**src/rtl/game_pkg.sv**
```systemverilog
// Shared types and constants for the SkyHop game sequencer.
package game_pkg;

    typedef enum logic [2:0] {
        ST_START     = 3'd0,
        ST_COUNTDOWN = 3'd1,
        ST_PLAY      = 3'd2,
        ST_LEVEL_UP  = 3'd3,
        ST_GAME_OVER = 3'd4,
        ST_WIN       = 3'd5
    } state_t;

    localparam int LEVEL_W = 4;
    localparam int LIVES_W = 2;
    localparam int MS_W    = 16;

    localparam int COUNTDOWN_MS_DEF = 3000;
    localparam int LEVELUP_MS_DEF   = 1000;
    localparam int END_MS_DEF       = 2000;
    localparam int LEVEL_MAX_DEF    = 9;
    localparam int LIVES_INIT_DEF   = 3;

endpackage

```
**src/rtl/edge_sync.sv**
```systemverilog
// Two-flop synchroniser for an asynchronous input followed by a rising-edge pulse.
module edge_sync (
    input  logic clk,
    input  logic rst,
    input  logic din,
    output logic pulse
);

    // sync[0], sync[1] are the synchroniser stages; sync[2] holds the previous sample
    logic [2:0] sync;

    always_ff @(posedge clk or negedge rst) begin
        if (!rst) begin
            sync <= '0;
        end else begin
            sync <= {sync[1:0], din};
        end
    end

    assign pulse = sync[1] & ~sync[2];

endmodule

```
**src/rtl/game_controller.sv**
```systemverilog
// SkyHop game sequencer: state machine, ms timer, level/lives tracking and
// registered overlay/physics controls decoded from the next state.
//
// state        | meaning
// -------------+---------------------------------------------------------
// START        | start screen, waiting for the start button
// COUNTDOWN    | pre-play countdown, time bar shown but not running
// PLAY         | player active, time bar running
// LEVEL_UP     | level-up banner hold
// GAME_OVER    | out of lives, alarm palette, restart locked for END_MS
// WIN          | last level cleared, restart locked for END_MS
module game_controller
    import game_pkg::*;
#(
    parameter int COUNTDOWN_MS = COUNTDOWN_MS_DEF,
    parameter int LEVELUP_MS   = LEVELUP_MS_DEF,
    parameter int END_MS       = END_MS_DEF,
    parameter int LEVEL_MAX    = LEVEL_MAX_DEF,
    parameter int LIVES_INIT   = LIVES_INIT_DEF
) (
    input  logic               clk,
    input  logic               rst,
    input  logic               one_ms_tick,
    input  logic               btn_start,
    input  logic               time_elapsed,
    input  logic               player_fell,
    input  logic               level_clear,
    output logic               start_screen_en,
    output logic               time_bar_en,
    output logic               time_bar_start,
    output logic               bg_color_select,
    output logic               play_en,
    output logic [LEVEL_W-1:0] level,
    output logic [LIVES_W-1:0] lives,
    output logic [2:0]         state
);

    localparam logic [MS_W-1:0]    CD_LAST   = MS_W'(COUNTDOWN_MS - 1);
    localparam logic [MS_W-1:0]    LU_LAST   = MS_W'(LEVELUP_MS - 1);
    localparam logic [MS_W-1:0]    END_LIM   = MS_W'(END_MS);
    localparam logic [LEVEL_W-1:0] LVL_LAST  = LEVEL_W'(LEVEL_MAX);
    localparam logic [LIVES_W-1:0] LIVES_RST = LIVES_W'(LIVES_INIT);

    state_t             state_q, state_n;
    logic [MS_W-1:0]    ms_cnt, ms_n;
    logic [LEVEL_W-1:0] level_n;
    logic [LIVES_W-1:0] lives_n;
    logic               start_pulse;
    logic               fail;
    logic               end_state;
    logic               sse_n, tbe_n, tbs_n, bg_n, play_n;

    edge_sync u_start_sync (
        .clk   (clk),
        .rst   (rst),
        .din   (btn_start),
        .pulse (start_pulse)
    );

    assign fail      = time_elapsed | player_fell;
    assign end_state = (state_q == ST_GAME_OVER) || (state_q == ST_WIN);

    always_comb begin
        state_n = state_q;
        level_n = level;
        lives_n = lives;
        case (state_q)
            ST_START: begin
                if (start_pulse) begin
                    level_n = LEVEL_W'(1);
                    lives_n = LIVES_RST;
                    state_n = ST_COUNTDOWN;
                end
            end
            ST_COUNTDOWN: begin
                if (one_ms_tick && ms_cnt == CD_LAST) state_n = ST_PLAY;
            end
            ST_PLAY: begin
                // a failure in the same cycle as level_clear takes priority
                if (fail) begin
                    if (lives <= LIVES_W'(1)) begin
                        lives_n = '0;
                        state_n = ST_GAME_OVER;
                    end else begin
                        lives_n = lives - 1'b1;
                        state_n = ST_COUNTDOWN;
                    end
                end else if (level_clear) begin
                    if (level >= LVL_LAST) begin
                        state_n = ST_WIN;
                    end else begin
                        level_n = level + 1'b1;
                        state_n = ST_LEVEL_UP;
                    end
                end
            end
            ST_LEVEL_UP: begin
                if (one_ms_tick && ms_cnt == LU_LAST) state_n = ST_COUNTDOWN;
            end
            ST_GAME_OVER, ST_WIN: begin
                if (start_pulse && ms_cnt >= END_LIM) state_n = ST_START;
            end
            default: state_n = ST_START;
        endcase
    end

    always_comb begin
        ms_n = ms_cnt;
        if (state_n != state_q) begin
            ms_n = '0;
        end else if (one_ms_tick) begin
            if (end_state && ms_cnt >= END_LIM) ms_n = END_LIM;
            else                                 ms_n = ms_cnt + 1'b1;
        end
    end

    always_comb begin
        sse_n  = (state_n == ST_START);
        tbe_n  = (state_n == ST_COUNTDOWN) || (state_n == ST_PLAY) || (state_n == ST_LEVEL_UP);
        tbs_n  = (state_n == ST_PLAY);
        play_n = (state_n == ST_PLAY);
        bg_n   = (state_n == ST_GAME_OVER) ||
                 ((state_n == ST_COUNTDOWN) && (lives_n == LIVES_W'(1)));
    end

    always_ff @(posedge clk or negedge rst) begin
        if (!rst) begin
            state_q         <= ST_START;
            ms_cnt          <= '0;
            level           <= LEVEL_W'(1);
            lives           <= LIVES_RST;
            start_screen_en <= 1'b1;
            time_bar_en     <= 1'b0;
            time_bar_start  <= 1'b0;
            bg_color_select <= 1'b0;
            play_en         <= 1'b0;
        end else begin
            state_q         <= state_n;
            ms_cnt          <= ms_n;
            level           <= level_n;
            lives           <= lives_n;
            start_screen_en <= sse_n;
            time_bar_en     <= tbe_n;
            time_bar_start  <= tbs_n;
            bg_color_select <= bg_n;
            play_en         <= play_n;
        end
    end

    assign state = state_q;

endmodule

```
**config.mk**
```make
export PLATFORM = sky130hd
export DESIGN_NAME = game_controller
export DESIGN_NICKNAME = d
export VERILOG_FILES = /design/src/rtl/game_pkg.sv /design/src/rtl/edge_sync.sv /design/src/rtl/game_controller.sv
export SDC_FILE = /design/constraint.sdc
export NUM_CORES = 1
export LEC_CHECK = 0
export ABC_CLOCK_PERIOD_IN_PS = 2700
export BUFFER_PORTS_ARGS = -buffer_cell sky130_fd_sc_hd__buf_2
export CAP_MARGIN = 20
export CORE_UTILIZATION = 43
export CTS_CLUSTER_DIAMETER = 80
export DETAILED_ROUTE_END_ITERATION = 10
export PLACE_DENSITY = 0.74
export SLEW_MARGIN = 40
export SYNTH_ARGS = -nofsm -noshare
export SYNTH_HDL_FRONTEND = slang
export SYNTH_SLANG_ARGS = --single-unit
```
**constraint.sdc**
```tcl
create_clock -name clk -period 2.7 [get_ports clk]
set_clock_uncertainty 0.15 [all_clocks]
set_input_delay 0.405 -clock clk [delete_from_list [all_inputs] [get_ports clk]]
set_output_delay 0.405 -clock clk [all_outputs]
set_load 0.01 [all_outputs]
```
==> flow_metrics.env <==
export IMPL_status="finished clean"
export IMPL_setup_viol=0
export IMPL_total_power_uw=1155
export IMPL_globalplace_congestion=0.9000
export IMPL_start_kind="flop"
export IMPL_yosysWarnings=0
export IMPL_hold_buffers=0
export IMPL_cts_tree="yes"
export IMPL_finalHoldWorstSlack_ns=0.02244
export IMPL_synth_cell_types=60
export IMPL_fp_dieH_um=68.86
export IMPL_synth_edff_count=0
export IMPL_finalCritPeriodShare_pct=87.80
export IMPL_io_pins=21
export IMPL_postRouteAntennaNets=0
export IMPL_end_kind="flop"
export IMPL_drv_slew=0
export IMPL_synth_nets=206
export IMPL_ys_flop_type="dfrtp_1"
export IMPL_first_pass_iters=4
export IMPL_required_ns=2.74
export IMPL_post_cts_resized=0
export IMPL_viasPerCell=5.592
export IMPL_final_nets=228
export IMPL_syn_area_mm2=0.001922
export IMPL_grt_max_degree=33
export IMPL_crit_start="ms_cnt[15]"
export IMPL_clkLatencyLatePin_ns=0.28
export IMPL_power_density_mw_per_mm2=535.6
export IMPL_netlist_instances=194
export IMPL_dpl_cell_area_mm2=0.002067
export IMPL_final_cell_area_mm2=0.002157
export IMPL_grt_pass1_vias=1397
export IMPL_n_antenna_cell=0
export IMPL_grt_pass1_wl_um=6444
export IMPL_die_w_um=68.86
export IMPL_crit_fanout=16
export IMPL_cpPeakStageDelay_ns=0.64
export IMPL_h_tree_depth=2
export IMPL_cap_violations=0
export IMPL_r2r_start="ms_cnt[15]"
export IMPL_synth_async_reset_ratio_pct=100.0
export IMPL_overflow=0
export IMPL_worst_path_max_delay_cell="or4_1"
export IMPL_hpwlAfterDp_um=2724
export IMPL_wl_per_cell_um=14.12
export IMPL_leakagePower_uw=0.0008841
export IMPL_avgSynthCellArea_um2=9.906
export IMPL_coreArea_mm2=0.004144
export IMPL_crit_type="flop to flop"
export IMPL_clock_fmax_mhz=421.8
export IMPL_worstMarginPinSlew_ns=0.6935
export IMPL_crit_arrival_ns=2.41
export IMPL_hold_viol_final=0
export IMPL_seq_area_frac_synth_pct=41.93
export IMPL_dr_total_vias=1493
export IMPL_antenna_found_initial=0
export IMPL_ir_drop_v=0.0002650
export IMPL_cts_sinks=32
export IMPL_rows=23
export IMPL_cts_inserted_buffers=5
export IMPL_path_cells="or4_1 -> a211o_4 -> a21oi_4 -> o221ai_2 -> buf_4 -> nor3b_1"
export IMPL_cts_clk_slew_worst_paths_ns=0.06
export IMPL_die_area_mm2=0.004741
export IMPL_root_buffer="clkbuf_8"
export IMPL_io_buffers=20
export IMPL_hp_class="input pin to async pin"
export IMPL_drt_initial_drc_count=90
export IMPL_clk_path_buf_depth=2
export IMPL_drc=0
export IMPL_setup_tns_ns=0
export IMPL_timing_slew_headroom_pct=53.77
export IMPL_post_route_min_period_ns=2.371
export IMPL_final_cell_count_no_fill=267
export IMPL_grtUsageTotal_pct=18.54
export IMPL_syn_to_final_growth_pct=12.24
export IMPL_rsz0062_at_grt="false"
export IMPL_post_cts_setup_buffer_count=0
export IMPL_routed_wl_um=3769
export IMPL_synth_seq_cells=32
export IMPL_start_util_pct=46.38
export IMPL_drive_gt1_share_pct=26.73
export IMPL_dp_cells=259
==> per-layer routing <==
metal	vias to the layer above	global-route usage (%)	share of wire (%)
met4	0	6.888	1.3
met5	-	0	0
met2	27	28.40	44
met3	4	3.947	3.6
met1	712	25.48	51
li1	750	-	-
==> cells by family after synthesis <==
| family | share of synthesized area (%) |
|---|---|
| flops | 41.93 |
| xor+xnor | 5.925 |
| simple gates | 25.59 |
| buf+inv | 4.232 |
| compound gates | 19.08 |
| fa+ha+maj | 3.255 |
==> path summary, 6_finish.rpt <==
| check | end | slack [ns] | depth (start not counted) |
|---|---|---|---|
| max in group asynchronous | time_bar_en | 1.93 | 1 |
| hold / removal | level[1] | 0.02 | 1 |
| min in group clk | u_start_sync.sync[0] | 0.08 | 1 |
| setup reg to reg | ms_cnt[11] | 0.33 | 6 |
| hold reg to reg | u_start_sync.sync[1] | 0.21 | 0 |
| setup / recovery | ms_cnt[11] | 0.33 | 6 |
==> sequential cells by signal (all words and copies together) (netlist names) <==
| name | flops |
|---|---|
| lives | 2 |
| ms_cnt | 16 |
| start_screen_en | 1 |
| u_start_sync.sync | 3 |
| time_bar_en | 1 |
| play_en | 1 |
| level | 4 |
| bg_color_select | 1 |
| state | 3 |
==> report_power, final <==
group	total [uW]	switching, uW	internal, uW
sequential	582	52.8	529
clock	365	158	207
combinational	208	116	91.9
==> Yosys cell counts, types with 2 or more instances <==
cell type / count / share of area (%)
buf_2: 2 / 0.52
nand4b_1: 5 / 2.3
a21oi_1: 8 / 2.1
nor2_2: 3 / 0.98
o21ai_0: 4 / 1.0
xnor2_1: 8 / 3.6
or3b_2: 3 / 1.4
ha_1: 5 / 3.3
dfrtp_1: 28 / 36
inv_1: 9 / 1.8
nor2_1: 13 / 2.5
clkbuf_1: 5 / 0.98
a211oi_1: 2 / 0.78
nand2b_1: 2 / 0.65
or4_1: 2 / 0.78
a21oi_2: 7 / 3.2
nor3_1: 5 / 1.3
or2_2: 4 / 1.3
and3_1: 2 / 0.65
dfstp_2: 4 / 5.5
nor3b_1: 8 / 3.1
xor2_1: 5 / 2.3
nor4_1: 2 / 0.65
nor2b_1: 3 / 0.98
nand4_1: 2 / 0.65
o32ai_1: 2 / 0.91
nand3_1: 8 / 2.1
nand2_1: 11 / 2.1
==> final cells by class <==
type | instances | area (um2)
Timing Repair Buffer | 24 | 130.1
Tap cell | 50 | 62.56
Multi-Input combinational cell | 144 | 1035
Sequential cell | 32 | 805.8
Clock buffer | 8 | 90.09
Fill cell | 415 | 1987
Inverter | 9 | 33.78
==> layout by cell type, fill, tap and decap left out, types with 2 or more instances in the layout <==
| cell | synthesis | routed |
|---|---|---|
| or3b_2 | 3 | 3 |
| o21ai_0 | 4 | 4 |
| a21oi_2 | 7 | 7 |
| a21oi_1 | 8 | 8 |
| a211oi_1 | 2 | 2 |
| or4_1 | 2 | 2 |
| inv_1 | 9 | 9 |
| xnor2_1 | 8 | 8 |
| nand4b_1 | 5 | 5 |
| or2_2 | 4 | 4 |
| o32ai_1 | 2 | 2 |
| nand3_1 | 8 | 8 |
| nor3_1 | 5 | 5 |
| nor2_2 | 3 | 3 |
| nand4_1 | 2 | 2 |
| nand2_1 | 11 | 11 |
| dfrtp_1 | 28 | 28 |
| ha_1 | 5 | 5 |
| clkbuf_1 | 5 | 2 |
| clkbuf_8 | 0 | 6 |
| buf_2 | 2 | 20 |
| nor2b_1 | 3 | 3 |
| xor2_1 | 5 | 5 |
| nor2_1 | 13 | 13 |
| dfstp_2 | 4 | 4 |
| nor3b_1 | 8 | 8 |
| and3_1 | 2 | 2 |
| nor4_1 | 2 | 2 |
| nand2b_1 | 2 | 2 |
| buf_4 | 1 | 4 |
==> critical path: cells and delay by family (launching register included) <==
kind | cells | cell delay [ns]
AOI/OAI and AO/OA | 3 | 0.68
buffers and inverters | 1 | 0.22
and+or+nand+nor | 2 | 0.84
DFF | 1 | 0.39
==> through the flow <==
step	setup WS [ns]	utilization [%]
CTS	0.3226	52.05
global placement	0.3919	49.88
floorplan	0.4749	-
detailed placement	0.3165	49.88
global route	0.2069	52.05
finish	0.3293	52.05
Power figures use the tool's default switching activity.
